--- config.mk ---
export PLATFORM = sky130hd
export DESIGN_NAME = traffic_lamp_guard
export DESIGN_NICKNAME = d
export VERILOG_FILES = /design/src/rtl/traffic_lamp_guard.sv
export SDC_FILE = /design/constraint.sdc
export NUM_CORES = 1
export LEC_CHECK = 0
export ABC_CLOCK_PERIOD_IN_PS = 2840
export CAP_MARGIN = 10
export CORE_ASPECT_RATIO = 1.2
export CORE_MARGIN = 2
export CORE_UTILIZATION = 40
export DETAILED_ROUTE_END_ITERATION = 8
export GPL_TIMING_DRIVEN = 0
export SLEW_MARGIN = 15
export SYNTH_ARGS = -nofsm -noshare
export SYNTH_HDL_FRONTEND = slang
export SYNTH_SLANG_ARGS = --single-unit
--- constraint.sdc ---
create_clock -name clk -period 2.84 [get_ports clk]
set_clock_uncertainty 0.1 [all_clocks]
set_input_delay 0.568 -clock clk [delete_from_list [all_inputs] [get_ports clk]]
set_output_delay 0.568 -clock clk [all_outputs]
set_load 0.02 [all_outputs]
--- src/rtl/traffic_lamp_guard.sv ---
// traffic_lamp_guard: registered safety stage between the phase sequencer and
// the lamp pins. Bad samples (a non-one-hot group, or both reds off) are
// replaced by all-red. A persistent bad condition latches a fault with
// flashing amber until a qualified clear, followed by an all-red hold.
// Optional build macro: TRAFFIC_GUARD_FAULT_CNT_EN enables the saturating
// fault-entry counter on fault_cnt. Without it fault_cnt is tied to zero.
module traffic_lamp_guard #(
  parameter int FAULT_CYC  = 2,
  parameter int FLASH_HALF = 50_000_000,
  parameter int ALLRED_CYC = 3
) (
  input  logic       clk,
  input  logic       rst,
  input  logic [5:0] lamp_in,
  input  logic       clr_fault,
  output logic [5:0] lamps,
  output logic       fault,
  output logic [1:0] fault_code,
  output logic [7:0] fault_cnt
);

  localparam int BW = $clog2(FAULT_CYC + 1);
  localparam int FW = (FLASH_HALF > 1) ? $clog2(FLASH_HALF) : 1;
  localparam int RW = (ALLRED_CYC > 1) ? $clog2(ALLRED_CYC) : 1;

  localparam logic [BW-1:0] BAD_LAST   = BW'(FAULT_CYC - 1);
  localparam logic [FW-1:0] FLASH_LAST = FW'(FLASH_HALF - 1);
  localparam logic [RW-1:0] HOLD_INIT  = RW'(ALLRED_CYC - 1);
  localparam logic [5:0]    ALL_RED    = 6'b001001;

  typedef enum logic [1:0] {
    ST_RUN     = 2'd0,
    ST_FAULT   = 2'd1,
    ST_RECOVER = 2'd2
  } state_t;

  state_t          state_q, state_d;
  logic [BW-1:0]   bad_cnt_q, bad_cnt_d;
  logic [1:0]      cause_acc_q, cause_acc_d;
  logic [RW-1:0]   hold_q, hold_d;
  logic [FW-1:0]   flash_cnt_q, flash_cnt_d;
  logic            flash_q, flash_d;
  logic [5:0]      lamps_q, lamps_d;
  logic            fault_q, fault_d;
  logic [1:0]      fault_code_q, fault_code_d;

  logic            invalid;
  logic            conflict;
  logic            bad;
  logic [1:0]      cause;
  logic            enter_fault;

  function automatic logic onehot3(input logic [2:0] g);
    return (g == 3'b001) || (g == 3'b010) || (g == 3'b100);
  endfunction

  assign invalid     = !onehot3(lamp_in[5:3]) || !onehot3(lamp_in[2:0]);
  assign conflict    = !lamp_in[3] && !lamp_in[0];
  assign bad         = invalid || conflict;
  assign cause       = {conflict, invalid};
  // The bad sample that completes the persistence window, outside FAULT.
  assign enter_fault = (state_q != ST_FAULT) && bad && (bad_cnt_q == BAD_LAST);

  // Next-state, lamp drive and fault bookkeeping.
  always_comb begin
    state_d      = state_q;
    bad_cnt_d    = bad_cnt_q;
    cause_acc_d  = cause_acc_q;
    hold_d       = hold_q;
    flash_cnt_d  = flash_cnt_q;
    flash_d      = flash_q;
    lamps_d      = lamps_q;
    fault_code_d = fault_code_q;

    case (state_q)
      ST_FAULT: begin
        bad_cnt_d   = '0;
        cause_acc_d = '0;
        if (clr_fault && !bad) begin
          // A clear is honoured only together with a good sample.
          state_d      = ST_RECOVER;
          hold_d       = HOLD_INIT;
          lamps_d      = ALL_RED;
          fault_code_d = 2'b00;
        end else begin
          if (flash_cnt_q == FLASH_LAST) begin
            flash_cnt_d = '0;
            flash_d     = ~flash_q;
          end else begin
            flash_cnt_d = flash_cnt_q + 1'b1;
          end
          lamps_d = {1'b0, flash_d, 2'b00, flash_d, 1'b0};
        end
      end
      default: begin
        // RUN and RECOVER share the bad-sample qualification.
        if (bad) begin
          bad_cnt_d   = bad_cnt_q + 1'b1;
          cause_acc_d = cause_acc_q | cause;
          lamps_d     = ALL_RED;
        end else begin
          bad_cnt_d   = '0;
          cause_acc_d = '0;
          lamps_d     = lamp_in;
        end
        if (state_q == ST_RECOVER) begin
          if (hold_q == '0) begin
            state_d = ST_RUN;
          end else begin
            hold_d  = hold_q - 1'b1;
            lamps_d = ALL_RED;
          end
        end
        // Fault entry overrides both pass-through and the exit to RUN.
        if (enter_fault) begin
          state_d      = ST_FAULT;
          bad_cnt_d    = '0;
          cause_acc_d  = '0;
          fault_code_d = cause_acc_q | cause;
          flash_d      = 1'b1;
          flash_cnt_d  = '0;
          lamps_d      = 6'b010010;
        end
      end
    endcase

    fault_d = (state_d == ST_FAULT);
  end

  // State and registered outputs; reset lands in RECOVER with a full all-red hold.
  always_ff @(posedge clk or posedge rst) begin
    if (rst) begin
      state_q      <= ST_RECOVER;
      bad_cnt_q    <= '0;
      cause_acc_q  <= '0;
      hold_q       <= HOLD_INIT;
      flash_cnt_q  <= '0;
      flash_q      <= 1'b1;
      lamps_q      <= ALL_RED;
      fault_q      <= 1'b0;
      fault_code_q <= 2'b00;
    end else begin
      state_q      <= state_d;
      bad_cnt_q    <= bad_cnt_d;
      cause_acc_q  <= cause_acc_d;
      hold_q       <= hold_d;
      flash_cnt_q  <= flash_cnt_d;
      flash_q      <= flash_d;
      lamps_q      <= lamps_d;
      fault_q      <= fault_d;
      fault_code_q <= fault_code_d;
    end
  end

  assign lamps      = lamps_q;
  assign fault      = fault_q;
  assign fault_code = fault_code_q;

`ifdef TRAFFIC_GUARD_FAULT_CNT_EN
  logic [7:0] fault_cnt_q, fault_cnt_d;

  // Saturating count of fault entries, cleared only by reset.
  always_comb begin
    fault_cnt_d = fault_cnt_q;
    if (enter_fault && (fault_cnt_q != 8'hFF)) begin
      fault_cnt_d = fault_cnt_q + 8'd1;
    end
  end

  // Fault-entry counter register.
  always_ff @(posedge clk or posedge rst) begin
    if (rst) begin
      fault_cnt_q <= 8'd0;
    end else begin
      fault_cnt_q <= fault_cnt_d;
    end
  end

  assign fault_cnt = fault_cnt_q;
`else
  assign fault_cnt = 8'd0;
`endif

endmodule

# == After elaboration in Yosys (flattened, before gate mapping) ==
# Index checks and enable logic that the tools add are counted.
# op_classes
addsub,3
n_eq_ne,15
n_mux,32
bitwise,2
reduce_logical,21
# op_table
cell,count
$mux 26,4
$mux 2,18
$mux 6,5
$add 26x1->26 const B,1
$eq 26x26->1 const B,1
$eq 2x1->1 const B,3
$eq 3x1->1 const B,2
$eq 3x2->1 const B,2
$eq 3x3->1 const B,2
$logic_or 1x1->1,6
$logic_not 1->1,5
$mux 5,1
$logic_and 1x1->1,4
$mux 1,4
$ne 2x1->1 const B,2
$ne 2x2->1 const B,2
$reduce_and 2->1,2
$reduce_bool 2->1,2
$reduce_and 3->1,1
$add 2x1->2 const B,1
$eq 2x2->1 const B,1
$logic_not 2->1,1
$or 2x2->2,1
$sub 2x1->2 const B,1
$not 1->1,1
# word_totals
reg_bits,44
input_bits,9
output_inout_bits,17
elab_cells,82

# == Logic depth before layout (Yosys ltp) ==
# Gate-level depths: netlist (run 1).
# logic_depth
depth_word,11
mapped_depth,9
ltp_nobuf,7

# == Least setup slack after synthesis (run 1) ==
# No wires, ideal clock.
# synth_timing
path_type,in2reg
start,input lamp_in[3]
end,register flash_cnt_q[11]
setup_time_ps,124
t_arrival_ps,2079
required_ps,2616
slack_ps,537
cell_stages,8
n_path_buf,3
cell_sequence,or3b_1 > o22ai_1 > o311a_1 > buf_6 > or2_1 > buf_6 > buf_6 > a211o_1
# synth_via
elab_chain_len,10
word_cells_on_any_way,17
cone_classes,eq/ne: 4; reduce/logical: 13
# synth_rtl
item,line,source
start: declaration,14,"input logic [5:0] lamp_in,"
$eq 3x1->1 / $eq 3x2->1 (equally long branches),54,return (g == 3'b001) || (g == 3'b010) || (g == 3'b100);
$logic_or 1x1->1 (2 in series),54,
$logic_not 1->1,57,assign invalid = !onehot3(lamp_in[5:3]) || !onehot3(lamp_in[2:0]);
$logic_or 1x1->1,57,
$logic_or 1x1->1 *,59,assign bad = invalid || conflict;
$logic_not 1->1 / $logic_and 1x1->1 (equally long branches),"79, 62",
"$logic_and 1x1->1, on equally long branches","79, 62",
$ne 2x2->1 (no source line) / $reduce_bool 2->1 (equally long branches),-,
$reduce_and 2->1 (no source line) *,-,
end signal: assignment,147,flash_cnt_q <= flash_cnt_d;
end: declaration,41,"logic [FW-1:0] flash_cnt_q, flash_cnt_d;"
# Every way passes the cells marked *; elsewhere a longest branch is shown, timed or not.
# A chain may end at the register's enable or synchronous reset.

# == Worst setup path after layout (run 1) ==
# layout_timing
start,input lamp_in[5]
end,register flash_cnt_q[25]
# layout_via
elab_chain_len,10
word_cells_on_any_way,15
cone_classes,eq/ne: 4; reduce/logical: 11
# layout_rtl
item,line
$eq 3x1->1 / $eq 3x2->1 (equally long branches),54
$logic_or 1x1->1,54
$logic_or 1x1->1 *,54
$logic_not 1->1 *,57
$logic_or 1x1->1 *,57
$logic_or 1x1->1 *,59
$logic_not 1->1 / $logic_and 1x1->1 (equally long branches),"79, 62"
"$logic_and 1x1->1, on equally long branches","79, 62"
$ne 2x2->1 (no source line) / $reduce_bool 2->1 (equally long branches),-
$reduce_and 2->1 (no source line) *,-
# Marks and branches as above.

==> impl_metrics.json, run 1 <==
{
  "power_frac_comb_pct": 44.2,
  "p_leak_nw": 1.37,
  "final_common_cell": "dfrtp_1",
  "slew_viol_final": 0,
  "drive_above_1_share_pct": 14.9,
  "synthMuxAreaShare_pct": 0.415,
  "coreArea_sq_um": 6490,
  "switching_power_mw": 0.940,
  "end_kind": "flop",
  "post-cts-setup-buffers": 0,
  "syn_avg_cell_area_sq_um": 9.35,
  "synth-simple-area-share_pct": 26.7,
  "io_pins": 26,
  "swShare_pct": 38.5,
  "hold_class": "reg -> reg",
  "fmax_ghz": 0.364,
  "gp_congestion": 0.796,
  "fp.dieW_microns": 79.2,
  "min_period_ps": 2740,
  "synth_compound_area_share_pct": 21.0,
  "cp.arrival_ps": 2830,
  "vias_per_cell": 5.89,
  "power.internal_mw": 1.50,
  "root_buffer": "clkbuf_8",
  "synthCells": 290,
  "status": "complete, no violations",
  "grt_pass1_wl_microns": 11000,
  "initial_core_util_pct": 41.8,
  "nFillCells": 630,
  "hold_ws_ps": 347,
  "nets": 336,
  "synthXorXnorAreaFrac_pct": 1.25,
  "rsz0062_at_grt": "false",
  "num_rows": 32,
  "cts_buffers": 5,
  "cts-htree-levels": 2,
  "synthFlopType": "dfrtp_1",
  "vdd_drop_max_uv": 395,
  "clkTransAtPathRegs_ps": 80,
  "drv_cap": 0,
  "dieArea_sq_um": 7460,
  "drt_iter0_drc": 122,
  "yosysUniqueCellTypes": 61,
  "synth_edf_count": 0,
  "cts.path.max_buffers": 2,
  "layout_common_cells": "dfrtp_1 (39), nand2_1 (18), nor2_1 (17)",
  "synth-adder-area-share_pct": 2.31,
  "dp.cells": 400,
  "route.detailed.drc": 0,
  "portBuffers": 17,
  "sequentialPowerShare_pct": 34.8,
  "worstSetupPathType": "in -> reg",
  "setup_viol": 0,
  "p_clk_share_pct": 21.0,
  "antennaDiodeCount": 0,
  "grt_pass1_vias": 2290,
  "ctsResizeCount": 0,
  "synth_top_area_cell": "dfrtp_1",
  "synth_area_leaders": "dfrtp_1 (36%), dfstp_2 (4.8%), nor4_1 (3.5%)",
  "track_usage_pct": 18.9,
  "instances_no_fill": 408,
  "grt_overflow": 0,
  "cts_hold_buf": 0,
  "cp.required_ps": 2920,
  "place_ws_ps": -289,
  "cts_tree": "yes",
  "p_total_mw": 2.44,
  "dp_hpwl_microns": 4720,
  "ys_ff_latch": 44,
  "cts.sinks": 44,
  "grt_antenna_before_repair": 0,
  "netlist_area_sq_um": 2710,
  "setup.worst_path.start_class": "primary input",
  "routedWlPerCell_microns": 16.5,
  "ys_seq_area_share_pct": 40.8,
  "relSlewSlack_pct": 41.5,
  "worst_pin_slew_ps": 875,
  "path_max_fanout": 10,
  "setup_ws_ps": 95.9,
  "clock_latency_ps": 300,
  "synth-async-reset-ratio_pct": 100,
  "drt_first_pass_iters": 4,
  "hold_violations": 0,
  "powerDensity_nw_per_um2": 762,
  "netlist.area_leader.share_pct": 36.0,
  "grt_max_degree": 24,
  "wirelength_microns": 6720,
  "vias": 2405,
  "synth_top_family_by_area": "simple AND/OR/NAND/NOR gates",
  "die_y_microns": 94.2,
  "ys_warn_count": 0,
  "detail-route-antenna-nets": 0,
  "min_period_over_period_pct": 96.6,
  "area_growth_pct": 18.2
}
routing by layer:
layer  GRT usage (%)  vias up  part of all wire, %
li1                -     1153                    -
met1            23.5     1190                   44
met2            32.8       51                   50
met3            3.08       11                  3.6
met4            6.75        0                  1.6
met5               0        -                    0
power by group through the flow:
stage / Clock, mW / Sequential, mW / Combinational, mW
floorplan: 0 / 0.912 / 0.676
CTS: 0.528 / 0.848 / 1.08
finish: 0.513 / 0.849 / 1.08
global route: 0.562 / 0.867 / 1.19
detailed placement: 0 / 0.860 / 1.07
global placement: 0 / 0.855 / 1.05
Yosys cell counts, types with 3 or more instances:
cell / instances
nand3_1: 10
and4_1: 3
buf_6: 4
a221o_1: 8
a211oi_1: 4
nand2_1: 18
buf_4: 8
or4_1: 4
or3_1: 3
a22o_1: 6
o21ai_0: 15
and2_1: 10
a211o_1: 3
clkbuf_1: 3
a21oi_1: 7
nor2_1: 17
nand2b_1: 4
and3_1: 6
inv_1: 17
a31oi_1: 4
nor3_1: 7
buf_2: 4
dfrtp_1: 39
o2bb2ai_1: 5
o22ai_1: 4
ha_1: 5
nand4_1: 11
nor4_1: 15
dfstp_2: 5
worst max-delay path, cell delays in order:
cell	delay, ps
clkdlybuf4s50_1	570
or3b_1	220
o22ai_1	120
o311a_1	370
buf_6	150
or2_1	230
buf_6	150
buf_6	150
a211o_1	280
registers in the layout (all words and copies together) (netlist names), 2 cells and up:
signal       count
flash_cnt_q     26
hold_q           2
state_q          2
cause_acc_q      2
fault_code       2
lamps            6
bad_cnt_q        2
cell type report:
cell class                      instances  area [sq um]  share of cell area [%]
Buffer                                 19           138                    4.29
Sequential cell                        44          1110                    34.5
Clock inverter                          2          38.8                    1.21
Timing Repair Buffer                   18           208                    6.48
Clock buffer                            6          82.6                    2.58
Inverter                               17          63.8                    1.99
Multi-Input combinational cell        217          1460                    45.6
Tap cell                               85           106                    3.32
final timing paths:
| check | startpoint | end | slack (ps) | cells past startpoint |
|---|---|---|---|---|
| max | lamp_in[5] | flash_cnt_q[25] | 100 | 9 |
| min | bad_cnt_q[0] | bad_cnt_q[0] | 350 | 1 |
| max reg2reg | flash_cnt_q[0] | flash_cnt_q[22] | 160 | 7 |
| min reg2reg | bad_cnt_q[0] | bad_cnt_q[0] | 350 | 1 |
| max in group asynchronous | rst | flash_q | 1540 | 3 |
| min in group asynchronous | rst | flash_cnt_q[5] | 520 | 2 |
cell families (layout without fill, tap and decap cells):
logic type                 after synthesis  after routing
AOI/OAI and AO/OA                       75             75
xor gates and xnor gates                 3              3
adders and majority gates                5              5
buffers and inverters                   36             62
DFF                                     44             44
muxes                                    1              1
other                                    1              8
and+or+nand+nor                        125            125
per-stage QoR:
step / utilization [%] / setup TNS (ps) / cell area, sq um
2_1_floorplan: - / 0 / 2740
3_3_place_gp: 46.5 / -7470 / 3010
3_5_place_dp: 46.9 / -7250 / 3040
4_1_cts: 48.8 / 0 / 3160
5_1_grt: 49.4 / 0 / 3210
6_report: 49.4 / 0 / 3210
Power figures use the tool's default switching activity.
==> run 2: changes to the inputs <==
--- a/config.mk
+++ b/config.mk
@@ -7,12 +7,13 @@
 export LEC_CHECK = 0
 export ABC_CLOCK_PERIOD_IN_PS = 2840
 export CAP_MARGIN = 10
-export CORE_ASPECT_RATIO = 1.2
+export CORE_ASPECT_RATIO = 0.5
 export CORE_MARGIN = 2
 export CORE_UTILIZATION = 40
 export DETAILED_ROUTE_END_ITERATION = 8
+export GPL_ROUTABILITY_DRIVEN = 0
 export GPL_TIMING_DRIVEN = 0
-export SLEW_MARGIN = 15
+export SLEW_MARGIN = 20
 export SYNTH_ARGS = -nofsm -noshare
 export SYNTH_HDL_FRONTEND = slang
 export SYNTH_SLANG_ARGS = --single-unit
==> impl_metrics.json, run 2 (synthesis gave the netlist of run 1 again) <==
{
  "status": "complete, no violations",
  "hold_violations": 0,
  "grt_overflow": 0,
  "drt_iter0_drc": 195,
  "swShare_pct": 37.7,
  "path_max_fanout": 10,
  "vias_per_cell": 5.80,
  "cts_buffers": 5,
  "initial_core_util_pct": 40.9,
  "die_y_microns": 62.2,
  "track_usage_pct": 19.3,
  "root_buffer": "clkbuf_16",
  "vdd_drop_max_uv": 289,
  "final_area_sq_um": 3270,
  "largest_reg_flops": 26,
  "grt_pass1_wl_microns": 11400,
  "dieArea_sq_um": 7490,
  "crit_buf_inv": 4,
  "powerDensity_nw_per_um2": 798,
  "switching_power_mw": 0.982,
  "p_total_mw": 2.61,
  "critPathTopFamily": "buffers and inverters",
  "final_core_util_pct": 49.3,
  "area_growth_pct": 20.4,
  "routedWlPerCell_microns": 16.5,
  "sequentialPowerShare_pct": 32.8,
  "io_pins": 26,
  "post-cts-setup-buffers": 0,
  "cp.required_ps": 2920,
  "p_leak_nw": 1.38,
  "fp.dieW_microns": 120,
  "worstPathCellList": "clkdlybuf4s50_1 > or3b_4 > o22ai_2 > o311a_1 > buf_6 > or2_1 > buf_6 > buf_6 > a211o_1",
  "instances_no_fill": 415,
  "place_ws_ps": -255,
  "final_common_cell": "dfrtp_1",
  "tns_ps": 0,
  "p_clk_share_pct": 25.9,
  "dp_hpwl_microns": 4730,
  "wirelength_microns": 6870,
  "setup_ws_ps": 67.1,
  "cts_tree": "yes",
  "cts-htree-levels": 2,
  "grt_antenna_before_repair": 0,
  "grt_pass1_vias": 2294,
  "clock_latency_ps": 290,
  "clkTransAtPathRegs_ps": 70,
  "vias": 2408,
  "cts.path.max_buffers": 2,
  "nFillCells": 625,
  "end_kind": "flop",
  "relSlewSlack_pct": 39.7,
  "min_period_over_period_pct": 97.6,
  "fmax_ghz": 0.361,
  "drive_above_1_share_pct": 16.1,
  "worst_pin_slew_ps": 903,
  "detail-route-antenna-nets": 0,
  "route.detailed.drc": 0,
  "nets": 336,
  "slew_viol_final": 0,
  "drt_first_pass_iters": 5,
  "cp.arrival_ps": 2850,
  "crit_slowest_cell": "clkdlybuf4s50_1",
  "setup_viol": 0,
  "setup.worst_path.start_class": "primary input",
  "min_period_ps": 2770,
  "dpl_cell_area_sq_um": 3040,
  "ctsResizeCount": 0,
  "layout_common_cells": "dfrtp_1 (39), nand2_1 (18), nor2_1 (17)",
  "drv_cap": 0,
  "hold_class": "reg -> reg",
  "grt_max_degree": 27,
  "cts.sinks": 44,
  "largest_register": "flash_cnt_q",
  "coreArea_sq_um": 6620,
  "num_rows": 21,
  "worstSetupPathType": "in -> reg",
  "cpPeakStageDelay_ps": 620,
  "power.internal_mw": 1.63,
  "cp_common_cell": "buf_6",
  "power_frac_comb_pct": 41.3,
  "dp.cells": 407,
  "hold_ws_ps": 346,
  "cts_hold_buf": 0,
  "portBuffers": 17,
  "antennaDiodeCount": 0
}
==> run 2: per-layer routing <==
layer | global-route usage [%] | vias up | share of wire, %
met1 | 26.6 | 1157 | 47
met5 | 0 | - | 0
met2 | 29.9 | 78 | 45
met4 | 5.81 | 0 | 1.8
li1 | - | 1159 | -
met3 | 5.06 | 14 | 6.4
==> run 2: power by group through the flow <==
stage	sequential [mW]	clock [mW]	combinational, mW
floorplan	0.912	0	0.676
global placement	0.857	0	1.04
detailed placement	0.864	0	1.08
CTS	0.855	0.679	1.08
global route	0.872	0.723	1.19
finish	0.855	0.674	1.08
==> run 2: path summary, 6_finish.rpt <==
| kind | slack (ps) | endpoint | startpoint | depth (start not counted) |
|---|---|---|---|---|
| worst min register to register | 350 | bad_cnt_q[0] | bad_cnt_q[0] | 1 |
| min in group asynchronous | 500 | flash_cnt_q[13] | rst | 2 |
| max in group asynchronous | 1580 | lamps[3] | rst | 3 |
| worst max-delay path | 70 | flash_cnt_q[25] | lamp_in[4] | 9 |
| worst max register to register | 280 | flash_cnt_q[13] | flash_cnt_q[0] | 7 |
| worst min-delay path | 350 | bad_cnt_q[0] | bad_cnt_q[0] | 1 |
==> run 2: cell type report <==
class	instances	area, sq um	area share [%]
flip-flops and latches	44	1110	33.9
well taps	92	115	3.52
inverters	17	63.8	1.95
clock inverters	3	42.5	1.30
multi-input cells	217	1470	45.1
repair buffers	18	198	6.05
plain buffers	19	143	4.37
clock buffers	5	125	3.83
